<file path="src/rtl/fft_stage_sequencer.sv">
// Stage/butterfly sequencer for an in-place radix-2 DIT FFT datapath.
// Optional bit-reversed unload phase when FFT_SEQ_BITREV_EN is defined.
module fft_stage_sequencer #(
   parameter int WL     = 16,
   parameter int LOG2N  = 6,
   parameter int MAXOUT = 8
) (
   input  logic                       s_axi_aclk,
   input  logic                       s_axi_areset,
   input  logic                       start,
   input  logic                       abort,
   output logic                       bf_valid,
   input  logic                       bf_ready,
   output logic [LOG2N-1:0]           bf_addr_a,
   output logic [LOG2N-1:0]           bf_addr_b,
   output logic [LOG2N-2:0]           bf_tw_addr,
   output logic [$clog2(LOG2N)-1:0]   bf_stage,
   input  logic                       wb_done,
`ifdef FFT_SEQ_BITREV_EN
   output logic                       out_valid,
   output logic [LOG2N-1:0]           out_addr,
   input  logic                       out_ready,
`endif
   output logic                       busy,
   output logic                       done,
   output logic                       done_sticky,
   output logic                       err_wb
);

   localparam int SW = $clog2(LOG2N);
   localparam int KW = LOG2N - 1;
   localparam int OW = $clog2(MAXOUT + 1);
   localparam logic [SW-1:0] LAST_STAGE = SW'(LOG2N - 1);
   localparam logic [KW-1:0] K_LAST     = {KW{1'b1}};
   // An out-of-range configuration never leaves IDLE
   localparam bit CFG_OK = (WL >= 1) && (LOG2N >= 2) && (LOG2N <= 10) &&
                           (MAXOUT >= 1) && (MAXOUT <= (1 << (LOG2N - 1)));

`ifdef FFT_SEQ_BITREV_EN
   typedef enum logic [2:0] {IDLE, ISSUE, DRAIN, UNLOAD, DONE} state_t;
`else
   typedef enum logic [2:0] {IDLE, ISSUE, DRAIN, DONE} state_t;
`endif

   state_t          state, state_nxt;
   logic [SW-1:0]   stage, stage_nxt;
   logic [KW-1:0]   k, k_nxt;
   logic [OW-1:0]   outstanding;
   logic            fire, wb_ok, start_acc;
   logic [KW-1:0]   stride_k, pos_k, tw;
   logic [LOG2N-1:0] a, b;

`ifdef FFT_SEQ_BITREV_EN
   logic [LOG2N-1:0] j, j_nxt, j_rev;
   logic             out_fire;
`endif

   assign fire      = bf_valid & bf_ready;
   assign wb_ok     = wb_done & (outstanding != '0);
   assign start_acc = (state == IDLE) & start & ~abort & CFG_OK;
   assign bf_valid  = (state == ISSUE) & (outstanding < OW'(MAXOUT));

   // stride_k wraps to 0 on the last stage, which turns the mask into all-ones
   assign stride_k = KW'(1) << stage;
   assign pos_k    = k & (stride_k - KW'(1));
   assign a        = ((({1'b0, k} >> stage) << stage) << 1) | {1'b0, pos_k};
   assign b        = a | (LOG2N'(1) << stage);
   assign tw       = pos_k << (LAST_STAGE - stage);

   assign bf_addr_a  = bf_valid ? a     : '0;
   assign bf_addr_b  = bf_valid ? b     : '0;
   assign bf_tw_addr = bf_valid ? tw    : '0;
   assign bf_stage   = bf_valid ? stage : '0;
   assign done       = (state == DONE);

`ifdef FFT_SEQ_BITREV_EN
   always_comb begin
      j_rev = '0;
      for (int i = 0; i < LOG2N; i++) j_rev[i] = j[LOG2N-1-i];
   end
   assign out_valid = (state == UNLOAD);
   assign out_addr  = out_valid ? j_rev : '0;
   assign out_fire  = out_valid & out_ready;
   assign busy      = (state == ISSUE) | (state == DRAIN) | (state == UNLOAD);
`else
   assign busy      = (state == ISSUE) | (state == DRAIN);
`endif

   always_comb begin
      state_nxt = state;
      stage_nxt = stage;
      k_nxt     = k;
`ifdef FFT_SEQ_BITREV_EN
      j_nxt     = j;
`endif
      if (abort) begin
         state_nxt = IDLE;
         stage_nxt = '0;
         k_nxt     = '0;
`ifdef FFT_SEQ_BITREV_EN
         j_nxt     = '0;
`endif
      end else begin
         case (state)
            IDLE: if (start_acc) begin
               state_nxt = ISSUE;
               stage_nxt = '0;
               k_nxt     = '0;
            end
            ISSUE: if (fire) begin
               k_nxt = k + KW'(1);
               if (k == K_LAST) state_nxt = DRAIN;
            end
            // Stage barrier: every writeback of this stage must be counted first
            DRAIN: if ((outstanding == '0) && !wb_done) begin
               k_nxt = '0;
               if (stage == LAST_STAGE) begin
`ifdef FFT_SEQ_BITREV_EN
                  state_nxt = UNLOAD;
                  j_nxt     = '0;
`else
                  state_nxt = DONE;
`endif
               end else begin
                  state_nxt = ISSUE;
                  stage_nxt = stage + SW'(1);
               end
            end
`ifdef FFT_SEQ_BITREV_EN
            UNLOAD: if (out_fire) begin
               j_nxt = j + LOG2N'(1);
               if (j == {LOG2N{1'b1}}) state_nxt = DONE;
            end
`endif
            DONE: begin
               state_nxt = IDLE;
               stage_nxt = '0;
            end
            default: state_nxt = IDLE;
         endcase
      end
   end

   always_ff @(posedge s_axi_aclk or posedge s_axi_areset) begin
      if (s_axi_areset) begin
         state <= IDLE;
         stage <= '0;
         k     <= '0;
`ifdef FFT_SEQ_BITREV_EN
         j     <= '0;
`endif
      end else begin
         state <= state_nxt;
         stage <= stage_nxt;
         k     <= k_nxt;
`ifdef FFT_SEQ_BITREV_EN
         j     <= j_nxt;
`endif
      end
   end

   always_ff @(posedge s_axi_aclk or posedge s_axi_areset) begin
      if (s_axi_areset) begin
         outstanding <= '0;
         done_sticky <= 1'b0;
         err_wb      <= 1'b0;
      end else begin
         if (abort) outstanding <= '0;
         else if (fire && !wb_ok) outstanding <= outstanding + OW'(1);
         else if (!fire && wb_ok) outstanding <= outstanding - OW'(1);

         if (start_acc) done_sticky <= 1'b0;
         else if ((state_nxt == DONE) && (state != DONE)) done_sticky <= 1'b1;

         if (start_acc) err_wb <= 1'b0;
         else if (wb_done && (outstanding == '0)) err_wb <= 1'b1;
      end
   end

endmodule

</file>
<file path="config.mk">
export PLATFORM = sky130hd
export DESIGN_NAME = fft_stage_sequencer
export DESIGN_NICKNAME = d
export VERILOG_FILES = /design/src/rtl/fft_stage_sequencer.sv
export SDC_FILE = /design/constraint.sdc
export NUM_CORES = 1
export LEC_CHECK = 0
export ABC_AREA = 1
export CAP_MARGIN = 20
export CORE_UTILIZATION = 45
export DETAILED_ROUTE_END_ITERATION = 12
export GPL_ROUTABILITY_DRIVEN = 0
export HOLD_SLACK_MARGIN = 0.08
export MAX_ROUTING_LAYER = met4
export PLACE_DENSITY = 0.68
export SKIP_LAST_GASP = 1
export SYNTH_ARGS = -nofsm -noshare
export SYNTH_HDL_FRONTEND = slang
export SYNTH_SLANG_ARGS = --single-unit
</file>
<file path="constraint.sdc">
create_clock -name s_axi_aclk -period 3 [get_ports s_axi_aclk]
set_clock_uncertainty 0.05 [all_clocks]
set_input_delay 0.6 -clock s_axi_aclk [delete_from_list [all_inputs] [get_ports s_axi_aclk]]
set_output_delay 0.6 -clock s_axi_aclk [all_outputs]
set_load 0.05 [all_outputs]
</file>
## After elaboration in Yosys (flattened, before gate mapping)

Cells that the tools add are included.
Widths: inputs -> output; s select.

| cells by class | value |
|---|---|
| multiplexer cells | 28 |
| $lt $le $gt $ge | 1 |
| shifts and indexed selects | 5 |
| equality and inequality tests | 11 |
| $add $sub $neg | 6 |
| reduce and logical (&&, ||, !) cells | 18 |
| bitwise logic cells | 10 |

Operators by type and width:

| kind | count |
|---|---|
| $mux 3 | 10 |
| $mux 5 | 5 |
| $pmux 3 s3 | 2 |
| $pmux 5 s3 | 1 |
| $mux 4 | 3 |
| $mux 6 | 2 |
| $reduce_bool 4->1 | 3 |
| $eq 3x2->1 const B | 3 |
| $ne 3x3->1 const B | 3 |
| $reduce_and 4->1 | 2 |
| $ne 3x2->1 const B | 2 |
| $or 6x5->6 | 1 |
| $or 6x6->6 | 1 |
| $shl 1x3->6 const A | 1 |
| $shl 6x3->5 | 1 |
| $shr 5x3->6 | 1 |
| $add 5x1->5 const B | 1 |
| $and 1x1->1 | 5 |
| $and 5x5->5 | 1 |
| $eq 5x5->1 const B | 1 |
| $logic_and 1x1->1 | 5 |
| $shl 1x3->5 const A | 1 |
| $shl 5x3->5 | 1 |
| $sub 5x1->5 const B | 1 |
| 16 further kinds | 22 |

| storage, ports and cells | value |
|---|---|
| bits of input ports | 6 |
| output and inout bits | 25 |
| word-level logic and storage cells | 85 |
| register bits after elaboration | 17 |

## Logic depth before layout (Yosys ltp)

Gate-level depths: netlist (run 1).

| depth | value |
|---|---|
| word-level depth | 10 |
| depth in mapped cells | 13 |
| mapped depth without buffers | 13 |

## Least setup slack after synthesis (run 1)

Ideal clock, no wire load.

| timing path | value |
|---|---|
| path type | register to output |
| start | register stage[1] |
| end | output bf_tw_addr[1] |
| data required time | 2.350 ns |
| path slack | -0.155 ns |
| path buffers | 1 |
| cell stages (with the launch flop) | 9 |
| data arrival time | 2.505 ns |
| cells stage by stage | dfrtp_1 buf_2 clkinv_1 ha_1 nand2_1 nand2_1 nand2_1 o21ai_1 nor3_1 |

| on the way | value |
|---|---|
| word-level cells in the longest chain between the ends | 5 |
| elaborated cells between the ends (all ways) | 6 |
| classes of those cells | add/sub (2); shift (2); mux (1); bitwise (1) |

RTL lines:

| what | line | RTL |
|---|---|---|
| from (decl) | 46 | `logic [SW-1:0] stage, stage_nxt;` |
| from (signal assigned) | 154 | `stage <= stage_nxt;` |
| $shl 1x3->5 | 64 | `assign stride_k = KW'(1) << stage;` |
| $sub 5x1->5 | 65 | `assign pos_k = k & (stride_k - KW'(1));` |
| $and 5x5->5 | 65 |  |
| $shl 5x3->5 (*) | 68 | `assign tw = pos_k << (LAST_STAGE - stage);` |
| $mux 5 (*) | 72 | `assign bf_tw_addr = bf_valid ? tw : '0;` |
| to (decl) | 16 | `output logic [LOG2N-2:0] bf_tw_addr,` |

Mark *: on every way between the ends. The rest lies on a longest branch, timed or not.

## Worst setup path in the final report (run 1)

| timing path | value |
|---|---|
| start | register state[2] |
| end | output bf_stage[2] |

| on the way | value |
|---|---|
| word-level cells in the longest chain between the ends | 3 |

RTL lines:

| what | line | RTL |
|---|---|---|
| from (decl) | 45 | `state_t state, state_nxt;` |
| from (signal assigned) | 153 | `state <= state_nxt;` |
| $eq 3x1->1 | 61 | `assign bf_valid = (state == ISSUE) & (outstanding < OW'(MAXOUT));` |
| $and 1x1->1 | 61 |  |
| $mux 3 | 73 | `assign bf_stage = bf_valid ? stage : '0;` |
| to (decl) | 17 | `output logic [$clog2(LOG2N)-1:0] bf_stage,` |

No other way between the ends.

==> flow_summary.ini, run 1 <==
[run_status]
status = finished clean

[sta]
fin_crit_ns = 2.851
tightest_slew_ns = 0.6693
rsz0062_at_grt = no
hold_violations = 0
final-setup-viol-count = 0
slew_headroom = 0.5533
final_max_slew_viol_count = 0
setup_tns_ns = 0
fin_crit_sh = 0.9504
fmaxAchievable_mhz = 350.7

[yosys]
syn-num-nets = 281
ys_types = 29
avgSynthCellArea_sq_um = 6.299
async_reset_ff_frac = 1.000
synth-seq-cells = 17
yosysWarnings = 0
synth_cells = 261
ys_seq_area_frac = 0.2588
syn_area_sq_mm = 0.001644
synth_ff_type = dfrtp_1
synth_edf_count = 0

[pwr]
power.internal_mw = 0.4099
seq_power_share = 0.421
p_sw_mw = 0.2699
sw_frac_of_total = 0.3970
pwr-share-clk = 0.183
ir_drop_v = 0.0003218
p_leak_nw = 1.082
comb_power_share = 0.396
power_density_mw_per_mm2 = 312.6
total_power_mw = 0.6798

[placement]
dpl_cell_area_sq_mm = 0.002146
hpwl_microns = 3106
io_buffer_count = 30

[hold_path]
worstHoldPathType = reg -> reg
worstHoldStart = outstanding[2]
hold_path_end = outstanding[2]
hold_depth = 2

[worst_setup_path]
cp-start-kind = flip-flop
r2r_start = state[2]
critPathKind = reg -> out
critical_path_arrival_ns = 2.20
r2r-end = outstanding[3]
r2r_slack_ns = 0.82
cp-startpoint = state[2]
worstRegToRegCells = 13
end_kind = output pin
cp.required_ns = 2.35
path_max_fanout = 12

[routing]
first_pass_iters = 4
wl_per_cell_microns = 11.49
vias_per_cell = 5.112
route.detailed.drc = 0
drtIter0Drc = 66
drtAntennaViolNets = 0
vias = 1738
routed_wl_microns = 3905

[layout]
final_nets = 315
syn_to_final_growth_pct = 32.27
fillers = 342
drive_gt1_frac = 0.1429
insertedDiodeCount = 0
stdcell_area_sq_mm = 0.002175

[floorplanning]
fp.dieArea_sq_mm = 0.003899
start_util = 0.4813
die_width_microns = 62.45
core_region_area_sq_mm = 0.003416
die_h_microns = 62.45
ios = 31
std_cell_rows = 21

[grt]
grt_max_degree = 18
grtUsageMet1 = 0.3111
antenna_found_initial = 0
grt_first_pass_wirelength_microns = 6982
grt.met2_usage = 0.3478
grt_pass1_vias = 1600
top_usage_layer = met2
grtUsageTotal = 0.2261
grtUsageMet3 = 0.03285
overflow = 0

[clock_tree]
cts_made_buffers = 3
htreeDepth = 1
cts_setup_buffers = 0
root_buffer = clkbuf_4
cts_tree = done
clockBufferDepth = 2
clk_latency_ns = 0.30
clock_sinks = 17
clk_pin_slew_ns = 0.11

[flow_run]
max_cap_viol_count = 0
==> sequential cells by signal (all words and copies together) (netlist names) <==
signal and flops:
k 5, outstanding 4, stage 3, state 3
done_sticky 1, err_wb 1
==> metrics by stage <==
stage          cells    util  setup slack (ns)  hold WS [ns]
2_1_floorplan    261       -         0.0001161        0.4270
3_3_place_gp     336  0.6282            0.4406        0.4538
3_5_place_dp     336  0.6282            0.4450        0.4557
4_1_cts          340  0.6363           0.09532        0.4850
5_1_grt          340  0.6366          0.006558        0.5203
6_report         340  0.6366            0.1487        0.4806
==> worst max-delay path, cell delays in order, from the launching register on <==
cell	delay (ns)
dfrtp_1	0.41
inv_1	0.10
nand2_2	0.08
nor2_4	0.15
nand2_2	0.19
nor2_1	0.16
clkdlybuf4s50_1	0.82
==> what timing repair did <==
action / 4_1_cts / 5_1_grt
hold buffers: 0 / 0
endpoints found under the setup margin: 0 / 3
resized for setup: 0 / 1
endpoints found under the hold margin: 0 / 0
==> placed cells by master (no fill, tap or decap), drive strengths merged, types with 2 or more instances in the layout <==
cell           netlist  final
nor2                31     31
ha                  13     13
dfrtp               17     17
o211ai               2      2
a21oi               13     13
clkdlybuf4s50        0     13
clkbuf               1      3
clkinv               1      2
o21ai               19     19
inv                 43     43
buf                  5     22
nand3               19     19
a31oi                2      2
nand2               80     80
nand4                7      7
xor2                 2      2
==> per-layer routing <==
layer | part of all wire | vias to the layer above
li1 | - | 887
met1 | 0.49 | 782
met2 | 0.45 | 63
met3 | 0.052 | 6
met4 | 0.0097 | 0
met5 | 0 | -
==> cell type report <==
| type | instances | area, sq um | share of cell area |
|---|---|---|---|
| flip-flops and latches | 17 | 426.7 | 0.1962 |
| clock inverters | 1 | 5.005 | 0.002301 |
| clock buffers | 3 | 22.52 | 0.01036 |
| inverters | 44 | 165.2 | 0.07595 |
| multi-input cells | 194 | 1027 | 0.4724 |
| well taps | 46 | 57.56 | 0.02647 |
| repair buffers | 35 | 470.5 | 0.2163 |
==> power groups by stage <==
stage	clock [mW]	combinational, mW	sequential [mW]
final	0.125	0.269	0.286
after global routing	0.140	0.313	0.290
after CTS	0.134	0.271	0.287
after detailed placement	0	0.269	0.292
after global placement	0	0.265	0.291
after floorplan	0	0.187	0.310
==> Yosys cell counts (2+ instances only) <==
master	count	area share
o21ai_1	6	0.018
nand4_1	7	0.027
xor2_1	2	0.011
ha_1	13	0.099
a31oi_1	2	0.0076
inv_1	40	0.091
o211ai_1	2	0.0091
inv_2	3	0.0068
nand2_2	5	0.019
buf_2	4	0.012
dfrtp_1	17	0.26
nand2_1	75	0.17
nor2_4	3	0.021
nand3_1	18	0.055
a21oi_1	12	0.037
nor2_1	27	0.062
o21ai_0	13	0.040
==> logic make-up (layout without fill, tap and decap cells) <==
logic type | Yosys count | after routing | share of synthesized area
AND/OR/NAND/NOR | 139 | 139 | 0.3714
buffers and inverters | 50 | 83 | 0.1195
AO/OA/AOI/OAI | 37 | 37 | 0.1210
flip-flops | 17 | 17 | 0.2588
adder cells (fa/ha/maj) | 14 | 14 | 0.1111
XOR/XNOR | 3 | 3 | 0.01598
other | 1 | 1 | 0.002281
==> how the worst max path moves through the flow <==
stage | to | slack, ns | cells past startpoint
6_report | bf_stage[2] | 0.15 | 6
3_5_place_dp | bf_stage[2] | 0.44 | 6
5_1_grt | bf_tw_addr[3] | 0.007 | 9
3_3_place_gp | bf_stage[2] | 0.44 | 6
2_1_floorplan | bf_tw_addr[4] | 0.0001 | 10
4_1_cts | bf_stage[2] | 0.1 | 6
No activity file was read; power rests on OpenSTA's default activity.
==> inputs of run 2 (changes only) <==
- PLACE_DENSITY: 0.68 -> 0.7
- clock period: 3 -> 2.5 ns (I/O delays scaled with it)
==> run 2 against run 1 <==
The run now ends with negative setup slack left. First-iteration DRC count up 76%. Sequential share of layout area decreased by 2.9 points. Utilization rose by 11 points. Largest cell class unchanged. Largest power group unchanged. Highest routed layer unchanged.
==> flow_summary.ini, run 2 (synthesized netlist as in run 1, its figures left out) <==
[clock_tree]
clockBufferDepth = 2
root_buffer = clkbuf_4
ctsHoldBuffers = 0
clk_latency_ns = 0.31
cts_made_buffers = 3
clock_sinks = 17
htreeDepth = 1
clk_pin_slew_ns = 0.10
cts_tree = done

[placement]
hpwl_microns = 3167
io_buffer_count = 30
dpl_worst_slack_ns = 0.1930

[layout]
final_core_util = 0.7458
largest_register_ffs = 5
final_cell_mix = nand2_1, inv_1, buf_4
multiInputGateArea_sq_mm = 0.001215
insertedDiodeCount = 0
final_nets = 332
top_register = k
fillers = 260
top_regs = k x5, outstanding x4
final_common_cell = nand2_1
seq_area_sq_um = 425.4
syn_to_final_growth_pct = 54.95
drive_gt1_frac = 0.3344

[routing]
drtIter0Drc = 116
routed-wl-met2_microns = 2507
drtAntennaViolNets = 0
first_pass_iters = 4
top_layer = met4
wl_met1_microns = 1885
vias = 1900
route.detailed.drc = 0
wl_met3_microns = 315
wl_per_cell_microns = 13.48
vias_per_cell = 5.322
routed_wl_microns = 4814

[hold_path]
hold_depth = 2
worstHoldPathType = reg -> reg

[floorplanning]
std_cell_rows = 21
start_util = 0.4813
die_h_microns = 62.45
ios = 31
die_width_microns = 62.45
fp.dieArea_sq_mm = 0.003899
core_region_area_sq_mm = 0.003416

[worst_setup_path]
worstRegToRegCells = 13
cp-start-kind = flip-flop
cp.required_ns = 1.95
path_depth = 7
path_delay_family = buffers and inverters
path_buf_inv = 4
path_cells = clkinv_4, ha_1, inv_1, nor2_1, inv_2, nor3_2, buf_12
critical_path_arrival_ns = 1.96
path_max_fanout = 6
critical_path.max_stage_delay_ns = 0.43
end_kind = output pin
slowest_stage = dfrtp_1
critPathKind = reg -> out

[flow_run]
max_cap_viol_count = 0

[pwr]
power_density_mw_per_mm2 = 326.8
ir_drop_v = 0.0003783
p_leak_nw = 1.227
pwr-share-clk = 0.193
seq_power_share = 0.413
power.internal_mw = 0.4963
comb_power_share = 0.394
p_sw_mw = 0.3361
sw_frac_of_total = 0.4037

[grt]
grt_pass1_vias = 1553
antenna_found_initial = 0
grt_max_degree = 18
grt_first_pass_wirelength_microns = 6886
overflow = 0
grtUsageTotal = 0.2274

[sta]
tightest_slew_ns = 0.6649
hold_violations = 0
fin_crit_sh = 1.003
final-setup-viol-count = 1
fin_crit_ns = 2.506
final_max_slew_viol_count = 0
slew_headroom = 0.5562
rsz0062_at_grt = yes
worst_slack_ns = -0.006401
setup_tns_ns = -0.006401
fmaxAchievable_mhz = 399.0

[run_status]
violations = negative setup slack
status = finished, violations left
## run 2: cell types whose count changed in the layout (fill, tap and decap cells not counted), sizes merged
cell,before,now
dlymetal6s2s,0,1
clkdlybuf4s50,13,7
buf,22,44
inv,43,42
clkinvlp,0,1
## run 2: power by group through the flow
stage          logic (mW)  registers (mW)  clock network, mW
3_3_place_gp        0.322           0.349                  0
4_1_cts             0.333           0.343              0.165
5_1_grt             0.373           0.348              0.177
2_1_floorplan       0.225           0.372                  0
6_report            0.328           0.344              0.160
3_5_place_dp        0.332           0.348                  0
## run 2: final timing paths
| path | startpoint | end | slack (ns) |
|---|---|---|---|
| worst max-delay path | stage[1] | bf_tw_addr[1] | -0.006 |
| worst min-delay path | outstanding[2] | outstanding[2] | 0.48 |
| worst max register to register | state[2] | outstanding[3] | 0.42 |
| worst min register to register | outstanding[2] | outstanding[2] | 0.48 |
| max in group asynchronous | s_axi_areset | outstanding[1] | 1.44 |
| min in group asynchronous | s_axi_areset | err_wb | 0.52 |
## run 2: cell type report
class	instances	area share
clock buffer	3	0.008841
sequential	17	0.1670
inverter	44	0.06876
timing repair buffer	52	0.2529
multi-input combinational	194	0.4769
clock inverter	1	0.002947
tap	46	0.02259
## run 2: worst register-to-register path, delay by kind of cell (launching register included)
kind,cells,cell delay [ns]
buffers and inverters,1,0.11
and+or+nand+nor,10,0.97
AOI/OAI and AO/OA,1,0.15
adders and majority gates,1,0.29
DFF,1,0.41
## run 2: timing repair
item                       4_1_cts  5_1_grt
setup endpoints to repair        9       16
hold endpoints to repair         0        0
buffers inserted                 5        9
gates resized for setup          7       49
pin swaps                        1       19
## run 2: metal layers
layer	vias to the layer above	global-route usage
li1	927	-
met1	874	0.2780
met2	86	0.3818
met3	13	0.03102
met4	0	0.08140
met5	-	-
## run 2: stage by stage
| step | cell area (sq um) | cells | hold slack, ns | power [mW] |
|---|---|---|---|---|
| final | 2547 | 357 | 0.4840 | 0.8324 |
| after detailed placement | 2233 | 339 | 0.4614 | 0.6795 |
| after global placement | 2233 | 339 | 0.4700 | 0.6708 |
| after CTS | 2317 | 348 | 0.4844 | 0.8405 |
| after floorplan | 1689 | 261 | 0.3761 | 0.5970 |
| after global routing | 2547 | 357 | 0.5268 | 0.8973 |
